File: src/rtl/led_share_arbiter.sv
// Round-robin owner of the 8 front-panel LEDs with per-owner dwell, blanking gap
// and optional urgent pre-emption by source 0. Optional heartbeat: LED_SHARE_HEARTBEAT_EN.
`timescale 1ns/1ps
module led_share_arbiter #(
    parameter int NUM_REQ    = 4,
    parameter int DWELL_W    = 24,
    parameter int GAP_CYCLES = 16
) (
    input  logic                 clk,
    input  logic                 rst_n,
    input  logic [NUM_REQ-1:0]   req,
    input  logic [8*NUM_REQ-1:0] req_led,
    input  logic [DWELL_W-1:0]   dwell,
    input  logic                 urgent_en,
    output logic [7:0]           led,
    output logic [NUM_REQ-1:0]   grant,
    output logic                 busy
);

    localparam int IDX_W = (NUM_REQ > 1) ? $clog2(NUM_REQ) : 1;
    localparam int GAP_W = (GAP_CYCLES > 1) ? $clog2(GAP_CYCLES + 1) : 1;

    typedef enum logic [1:0] {
        ST_IDLE = 2'd0,
        ST_SHOW = 2'd1,
        ST_GAP  = 2'd2
    } state_t;

    state_t               state_q, state_d;
    logic [IDX_W-1:0]     owner_q, owner_d;
    logic [IDX_W-1:0]     rr_ptr_q, rr_ptr_d;
    logic [NUM_REQ-1:0]   grant_q, grant_d;
    logic [7:0]           led_q, led_d;
    logic                 busy_q, busy_d;
    logic [DWELL_W-1:0]   dwell_cnt_q, dwell_cnt_d;
    logic [GAP_W-1:0]     gap_cnt_q, gap_cnt_d;

    logic [7:0]           idle_led;
    logic [DWELL_W-1:0]   dwell_load;
    logic [7:0]           owner_led;
    logic                 owner_req;
    logic                 others_req;
    logic                 preempt;
    logic                 win_found;
    logic [IDX_W-1:0]     win_idx;
    logic [IDX_W-1:0]     scan_idx;
    logic [IDX_W-1:0]     next_ptr;
    int                   scan_j;

`ifdef LED_SHARE_HEARTBEAT_EN
    logic [22:0] hb_cnt_q, hb_cnt_d;

    always_comb begin
        hb_cnt_d = hb_cnt_q + 23'd1;
    end

    always_ff @(posedge clk or negedge rst_n) begin
        if (!rst_n) begin
            hb_cnt_q <= '0;
        end else begin
            hb_cnt_q <= hb_cnt_d;
        end
    end

    assign idle_led = {7'b0, hb_cnt_q[22]};
`else
    assign idle_led = 8'h00;
`endif

    // A zero dwell is treated as one cycle so the owner can never lock up.
    assign dwell_load = (dwell == '0) ? DWELL_W'(1) : dwell;
    assign owner_led  = req_led[{owner_q, 3'b000} +: 8];
    assign owner_req  = req[owner_q];
    assign others_req = |(req & ~grant_q);
    assign next_ptr   = (owner_q == IDX_W'(NUM_REQ - 1)) ? '0 : owner_q + IDX_W'(1);
    assign preempt    = urgent_en && req[0] &&
                        ((state_q == ST_GAP) || ((state_q == ST_SHOW) && (owner_q != '0)));

    // First requester at or above rr_ptr, wrapping round to the bottom.
    always_comb begin
        win_found = 1'b0;
        win_idx   = '0;
        scan_idx  = '0;
        scan_j    = 0;
        for (int i = 0; i < NUM_REQ; i++) begin
            scan_j = int'(rr_ptr_q) + i;
            if (scan_j >= NUM_REQ) begin
                scan_j = scan_j - NUM_REQ;
            end
            scan_idx = IDX_W'(scan_j);
            if (!win_found && req[scan_idx]) begin
                win_found = 1'b1;
                win_idx   = scan_idx;
            end
        end
    end

    always_comb begin
        state_d     = state_q;
        owner_d     = owner_q;
        rr_ptr_d    = rr_ptr_q;
        grant_d     = grant_q;
        led_d       = 8'h00;
        dwell_cnt_d = dwell_cnt_q;
        gap_cnt_d   = gap_cnt_q;

        case (state_q)
            ST_IDLE: begin
                grant_d = '0;
                led_d   = idle_led;
                if (win_found) begin
                    state_d          = ST_SHOW;
                    owner_d          = win_idx;
                    grant_d          = '0;
                    grant_d[win_idx] = 1'b1;
                    dwell_cnt_d      = dwell_load;
                    led_d            = 8'h00;
                end
            end
            ST_SHOW: begin
                led_d       = owner_led;
                dwell_cnt_d = (dwell_cnt_q != '0) ? dwell_cnt_q - DWELL_W'(1) : '0;
                if (!owner_req || ((dwell_cnt_q <= DWELL_W'(1)) && others_req)) begin
                    grant_d  = '0;
                    led_d    = 8'h00;
                    rr_ptr_d = next_ptr;
                    if (GAP_CYCLES > 0) begin
                        state_d   = ST_GAP;
                        gap_cnt_d = GAP_W'(GAP_CYCLES);
                    end else begin
                        state_d = ST_IDLE;
                    end
                end else if (dwell_cnt_q <= DWELL_W'(1)) begin
                    dwell_cnt_d = dwell_load;
                end
            end
            ST_GAP: begin
                grant_d   = '0;
                gap_cnt_d = (gap_cnt_q != '0) ? gap_cnt_q - GAP_W'(1) : '0;
                if (gap_cnt_q <= GAP_W'(1)) begin
                    state_d = ST_IDLE;
                end
            end
            default: begin
                state_d = ST_IDLE;
                grant_d = '0;
            end
        endcase

        // Urgent source 0 overrides every other transition; round-robin order is left alone.
        if (preempt) begin
            state_d     = ST_SHOW;
            owner_d     = '0;
            grant_d     = '0;
            grant_d[0]  = 1'b1;
            dwell_cnt_d = dwell_load;
            led_d       = req_led[7:0];
            rr_ptr_d    = rr_ptr_q;
        end

        busy_d = (state_d != ST_IDLE);
    end

    always_ff @(posedge clk or negedge rst_n) begin
        if (!rst_n) begin
            state_q     <= ST_IDLE;
            owner_q     <= '0;
            rr_ptr_q    <= '0;
            grant_q     <= '0;
            led_q       <= 8'h00;
            busy_q      <= 1'b0;
            dwell_cnt_q <= '0;
            gap_cnt_q   <= '0;
        end else begin
            state_q     <= state_d;
            owner_q     <= owner_d;
            rr_ptr_q    <= rr_ptr_d;
            grant_q     <= grant_d;
            led_q       <= led_d;
            busy_q      <= busy_d;
            dwell_cnt_q <= dwell_cnt_d;
            gap_cnt_q   <= gap_cnt_d;
        end
    end

    assign led   = led_q;
    assign grant = grant_q;
    assign busy  = busy_q;

endmodule

File: config.mk
export PLATFORM = sky130hd
export DESIGN_NAME = led_share_arbiter
export DESIGN_NICKNAME = d
export VERILOG_FILES = /design/src/rtl/led_share_arbiter.sv
export SDC_FILE = /design/constraint.sdc
export NUM_CORES = 1
export LEC_CHECK = 0
export CAP_MARGIN = 20
export CORE_ASPECT_RATIO = 1.2
export CORE_MARGIN = 2
export CORE_UTILIZATION = 44
export CTS_CLUSTER_SIZE = 20
export DETAILED_ROUTE_END_ITERATION = 6
export PLACE_DENSITY_LB_ADDON = 0.12
export REMOVE_ABC_BUFFERS = 1
export SLEW_MARGIN = 20
export SYNTH_ARGS = -nofsm -noshare
export SYNTH_HDL_FRONTEND = slang
export SYNTH_SLANG_ARGS = --single-unit
File: constraint.sdc
create_clock -name clk -period 5.4 [get_ports clk]
set_input_delay 0.81 -clock clk [delete_from_list [all_inputs] [get_ports clk]]
set_output_delay 0.81 -clock clk [all_outputs]
set_load 0.03 [all_outputs]
After elaboration in Yosys (flattened, before gate mapping)
Index checks and enable logic that the tools add are counted.
{ "word_totals": {"mem_bits_ro": 0, "in_bits": 63, "ramBits": 0, "reg_bits": 48, "latch_bits": 0, "memories": 0, "wordCells": 120, "out_inout_bits": 13} }
{ "classes": {"n_eq_ne": 6, "n_lt_le_gt_ge": 13, "bitwise": 3, "n_shift": 1, "n_mux": 50, "mul": 0, "addsub": 10, "reduce_logical": 29, "div_mod_pow": 0} }
{ "op_table": {"columns": ["cell", "n"], "rows": [
  ["24-bit two-way mux", 6],
  ["24-bit case mux with 2 select lines", 1],
  ["2-bit two-way mux", 16],
  ["32-bit by 6-bit indexed part select with 8-bit output", 1],
  ["24-bit by 1-bit less-or-equal comparator with 1-bit output, second input constant", 1],
  ["24-bit zero test", 1],
  ["8-bit two-way mux", 3],
  ["24-bit nonzero test", 1],
  ["24-bit by 1-bit subtractor with 24-bit output, second input constant", 1],
  ["2-bit by 3-bit < comparator with 1-bit output, second input constant", 6],
  ["4-bit two-way mux", 3],
  ["1-bit binary-select mux with 2-bit select", 5],
  ["1-bit two-way mux", 10],
  ["5-bit two-way mux", 2],
  ["5-bit case mux with 2 select lines", 1],
  ["2-bit nonzero test", 5],
  ["3-bit greater-or-equal comparator, second input constant", 3],
  ["1-bit logical AND", 8],
  ["4-bit case mux with 2 select lines", 1],
  ["2-bit by 1-bit subtractor with 2-bit output, second input constant", 4],
  ["2-bit by 2-bit adder with 3-bit output, second input constant", 2],
  ["2-bit case mux with 3 select lines", 1],
  ["2-bit AND reduction", 3],
  ["5-bit by 1-bit less-or-equal comparator with 1-bit output, second input constant", 1],
  ["other kinds (21)", 26]
]} }

Logic depth before layout (Yosys ltp)
{ "depth": {"ltp_word": 21, "depth_mapped": 9, "ltp_nobuf": 8} }

Worst setup path before layout
No wires, ideal clock.
{ "synth_timing": {"path_type": "input-to-reg", "startpoint": "input port req[3]", "endpoint": "register dwell_cnt_q[9]", "slack_ns": 2.963, "required_ns": 5.313, "cell_stages": 7, "n_path_buf": 1, "arrival_ns": 2.351, "setup_time_ns": 0.087, "cell_sequence": "mux4_2 inv_1 nor4b_4 or2_1 buf_6 or4_1 o211ai_1"} }
{ "synth_between": {"elab_chain_cells": 14, "elab_cells_between_ends": 30, "classes_between": "1 x eq/ne; 17 x mux; 1 x bitwise; 11 x reduce/logical"} }
{ "synth_lines": {"columns": ["element", "line", "text"], "rows": [
  ["start: declaration", "11", "input logic [NUM_REQ-1:0] req,"],
  ["1-bit binary-select mux with 2-bit select", "91", "if (!win_found && req[scan_idx]) begin"],
  ["1-bit two-way mux (implied by the code)", "91", null],
  ["1-bit two-way mux", "91", null],
  ["1-bit zero test", "91", null],
  ["1-bit logical AND", "91", null],
  ["1-bit two-way mux", "91", null],
  ["1-bit zero test", "91", null],
  ["1-bit logical AND", "91", null],
  ["1-bit two-way mux", "91", null],
  ["1-bit zero test", "91", null],
  ["1-bit logical AND", "91", null],
  ["1-bit two-way mux", "91", null],
  ["3-bit != test (no source line)", null, null],
  ["2-bit AND reduction (no source line)", null, null],
  ["end signal: assignment", "181", "dwell_cnt_q <= dwell_cnt_d;"],
  ["end: declaration", "35", "logic [DWELL_W-1:0] dwell_cnt_q, dwell_cnt_d;"]
]} }
Several ways; a longest one is shown, not always the timed one. The select of a mux whose other input is x is not followed.
A chain may end at the register's enable or synchronous reset.

Worst setup path in the final report
{ "layout_timing": {"startpoint": "input port req[3]", "endpoint": "register dwell_cnt_q[20]"} }
Same word-level chain as after synthesis.

==> qor.yml <==
worstPathRequired_ps: 5580
async_flop_share: 1.00
io_buffers: 75
hold_depth: 2
synth.distinct_cells: 60
numClockSinks: 48
ctsResizeCount: 0
slew_headroom: 0.383
wl_per_cell_um: 17.4
worst_pin_slew_ps: 926
clock_skew_ps: 6.63
ir_drop_mv: 0.303
post_cts_buffers: 0
num_antenna_cells: 0
synth_area_per_cell_um2: 9.75
fill_cells: 604
finalCritPeriodShare: 0.598
final_max_slew_viol_count: 0
core_um2: 6730
grt_pass1_vias: 2841
synth_area_leaders: "dfrtp_1 (40%), mux4_2 (6.7%), nand2_1 (3.9%)"
first_pass_iters: 4
rsz0062_at_grt: "no"
synth-seq-cells: 48
cts-hold-fix-buffers: 0
drtAntennaViolNets: 0
fin_nets: 449
numCtsBuffers: 5
status: "finished clean"
ios: 76
clkLatencyLatePin_ps: 310
track_usage: 0.225
finalSetupTns_ps: 0
critPathLaunchType: "input pin"
yosys-top-cells-count: "dfrtp_1 (48), nand2_1 (31), nor2_1 (17)"
synth_top_cell_by_area: "dfrtp_1"
path_max_fanout: 31
fmax_mhz: 309
die-area_um2: 7530
reg2reg_depth: 6
vias: 2867
start_util: 0.447
gp_congestion: 0.833
synth_ff_type: "dfrtp_1"
area_growth_pct: 29.8
period_minus_slack_ps: 3230
rows: 33
crit_path_end_kind: "register"
die_width_um: 79.5
power_density_nw_per_um2: 530
leakage_nw: 1.50
antenna_found_initial: 0
rrSetupSlack_ps: 2380
syn_area_um2: 3010
grt_pass1_wl_um: 13300
overflow: 0
post-route-util: 0.581
synth.top_cell.area_share: 0.399
synth_edf_count: 0
crit_type: "input pin to register"
hp-class: "register to register"
worstPathArrival_ps: 3410
setup_viol: 0
hold_slack_ps: 526
cts_tree: "built"
yosysWarnings: 0
synth.most_common_cell: "dfrtp_1"
grt_max_degree: 49
hold_viol: 0
remaining_drc_errors: 0
drive_gt1_frac: 0.0763
netlist_instances: 309
die_h_um: 94.6
dpl.hpwl_um: 5870
routed_wl_um: 8110
synth-seq-area-share: 0.399
drv_cap: 0
routed_via_density: 6.14
drt-initial-drc-count: 201
htree_levels: 2
cts.reportedPaths.clkPinSlew_ps: 90
cts_root_buffer: "clkbuf_8"
cts_buffer_depth: 2
==> logic make-up after synthesis <==
family / Yosys count / share of synthesized area
muxes: 11 / 0.0744
adders and majority gates: 7 / 0.0291
DFF: 48 / 0.399
buffers and inverters: 28 / 0.0453
AOI/OAI and AO/OA: 94 / 0.229
and+or+nand+nor: 121 / 0.224
==> through the flow <==
stage	setup WS, ps	cell area (µm²)	instances	total power, mW
CTS	2170	3910	467	2.08
detailed placement	1850	3800	459	1.80
global placement	1880	3800	459	1.78
floorplan	2800	2930	295	1.44
finish	2170	3910	467	2.07
global route	1960	3910	467	2.22
==> report_power, final <==
part           total (mW)  switching (mW)  internal [mW]
Clock               0.267           0.130          0.137
Combinational        1.06           0.602          0.461
Sequential          0.741           0.215          0.526
Total                2.07           0.947           1.12
==> worst paths after layout <==
| kind | from | end |
|---|---|---|
| setup reg to reg | owner_q[0] | dwell_cnt_q[5] |
| max in group asynchronous | rst_n | gap_cnt_q[3] |
| hold / removal | gap_cnt_q[4] | gap_cnt_q[4] |
| hold reg to reg | gap_cnt_q[4] | gap_cnt_q[4] |
| min in group asynchronous | rst_n | dwell_cnt_q[16] |
| setup / recovery | req[3] | dwell_cnt_q[20] |
==> flip-flops by register name, indices dropped and copies added (netlist names) <==
| name | cells |
|---|---|
| grant | 4 |
| owner_q | 2 |
| gap_cnt_q | 5 |
| state_q | 2 |
| busy | 1 |
| rr_ptr_q | 2 |
| led | 8 |
| dwell_cnt_q | 24 |
==> per-layer routing <==
metal	vias up	global-route usage	wire length [µm]
met2	99	0.401	4170
met3	12	0.0402	451
met1	1409	0.268	3310
li1	1347	-	-
met4	0	0.0848	186
met5	-	0	0
==> cells in the final DEF, fill, tap and decap left out, drive strengths merged, types with 2 or more instances in the layout <==
cell,Yosys,routed
a22o,12,12
nand3,12,12
buf,7,3
nand3b,2,2
or4,3,3
mux4,9,9
nor2b,3,3
o211ai,5,5
a32oi,8,8
o31ai,8,8
o21ba,2,2
o21ai,15,15
nor2,18,18
nor4,17,17
o21a,2,2
o41ai,3,3
nor3b,2,2
clkbuf,7,5
nand4,2,2
nor3,12,12
nand2b,7,7
a22oi,5,5
or3,5,5
nand2,31,31
ha,7,7
a221o,3,3
dfrtp,48,48
o22ai,4,4
clkdlybuf4s50,0,74
inv,14,14
a21oi,13,13
==> area by class of cell <==
type | instances | area (µm²) | area share
Clock buffer | 5 | 68.8 | 0.0176
Clock inverter | 3 | 42.5 | 0.0109
Inverter | 14 | 52.6 | 0.0134
Multi-Input combinational cell | 233 | 1670 | 0.428
Sequential cell | 48 | 1200 | 0.307
Tap cell | 87 | 109 | 0.0278
Timing Repair Buffer | 77 | 761 | 0.195
==> critical path, stage by stage <==
cell             delay, ps
clkdlybuf4s50_1        490
nor2_1                 200
a211o_1                250
o211a_1                790
o21ba_2                420
a22o_1                 280
o21bai_1               140
(Power assumes the default switching activity.)
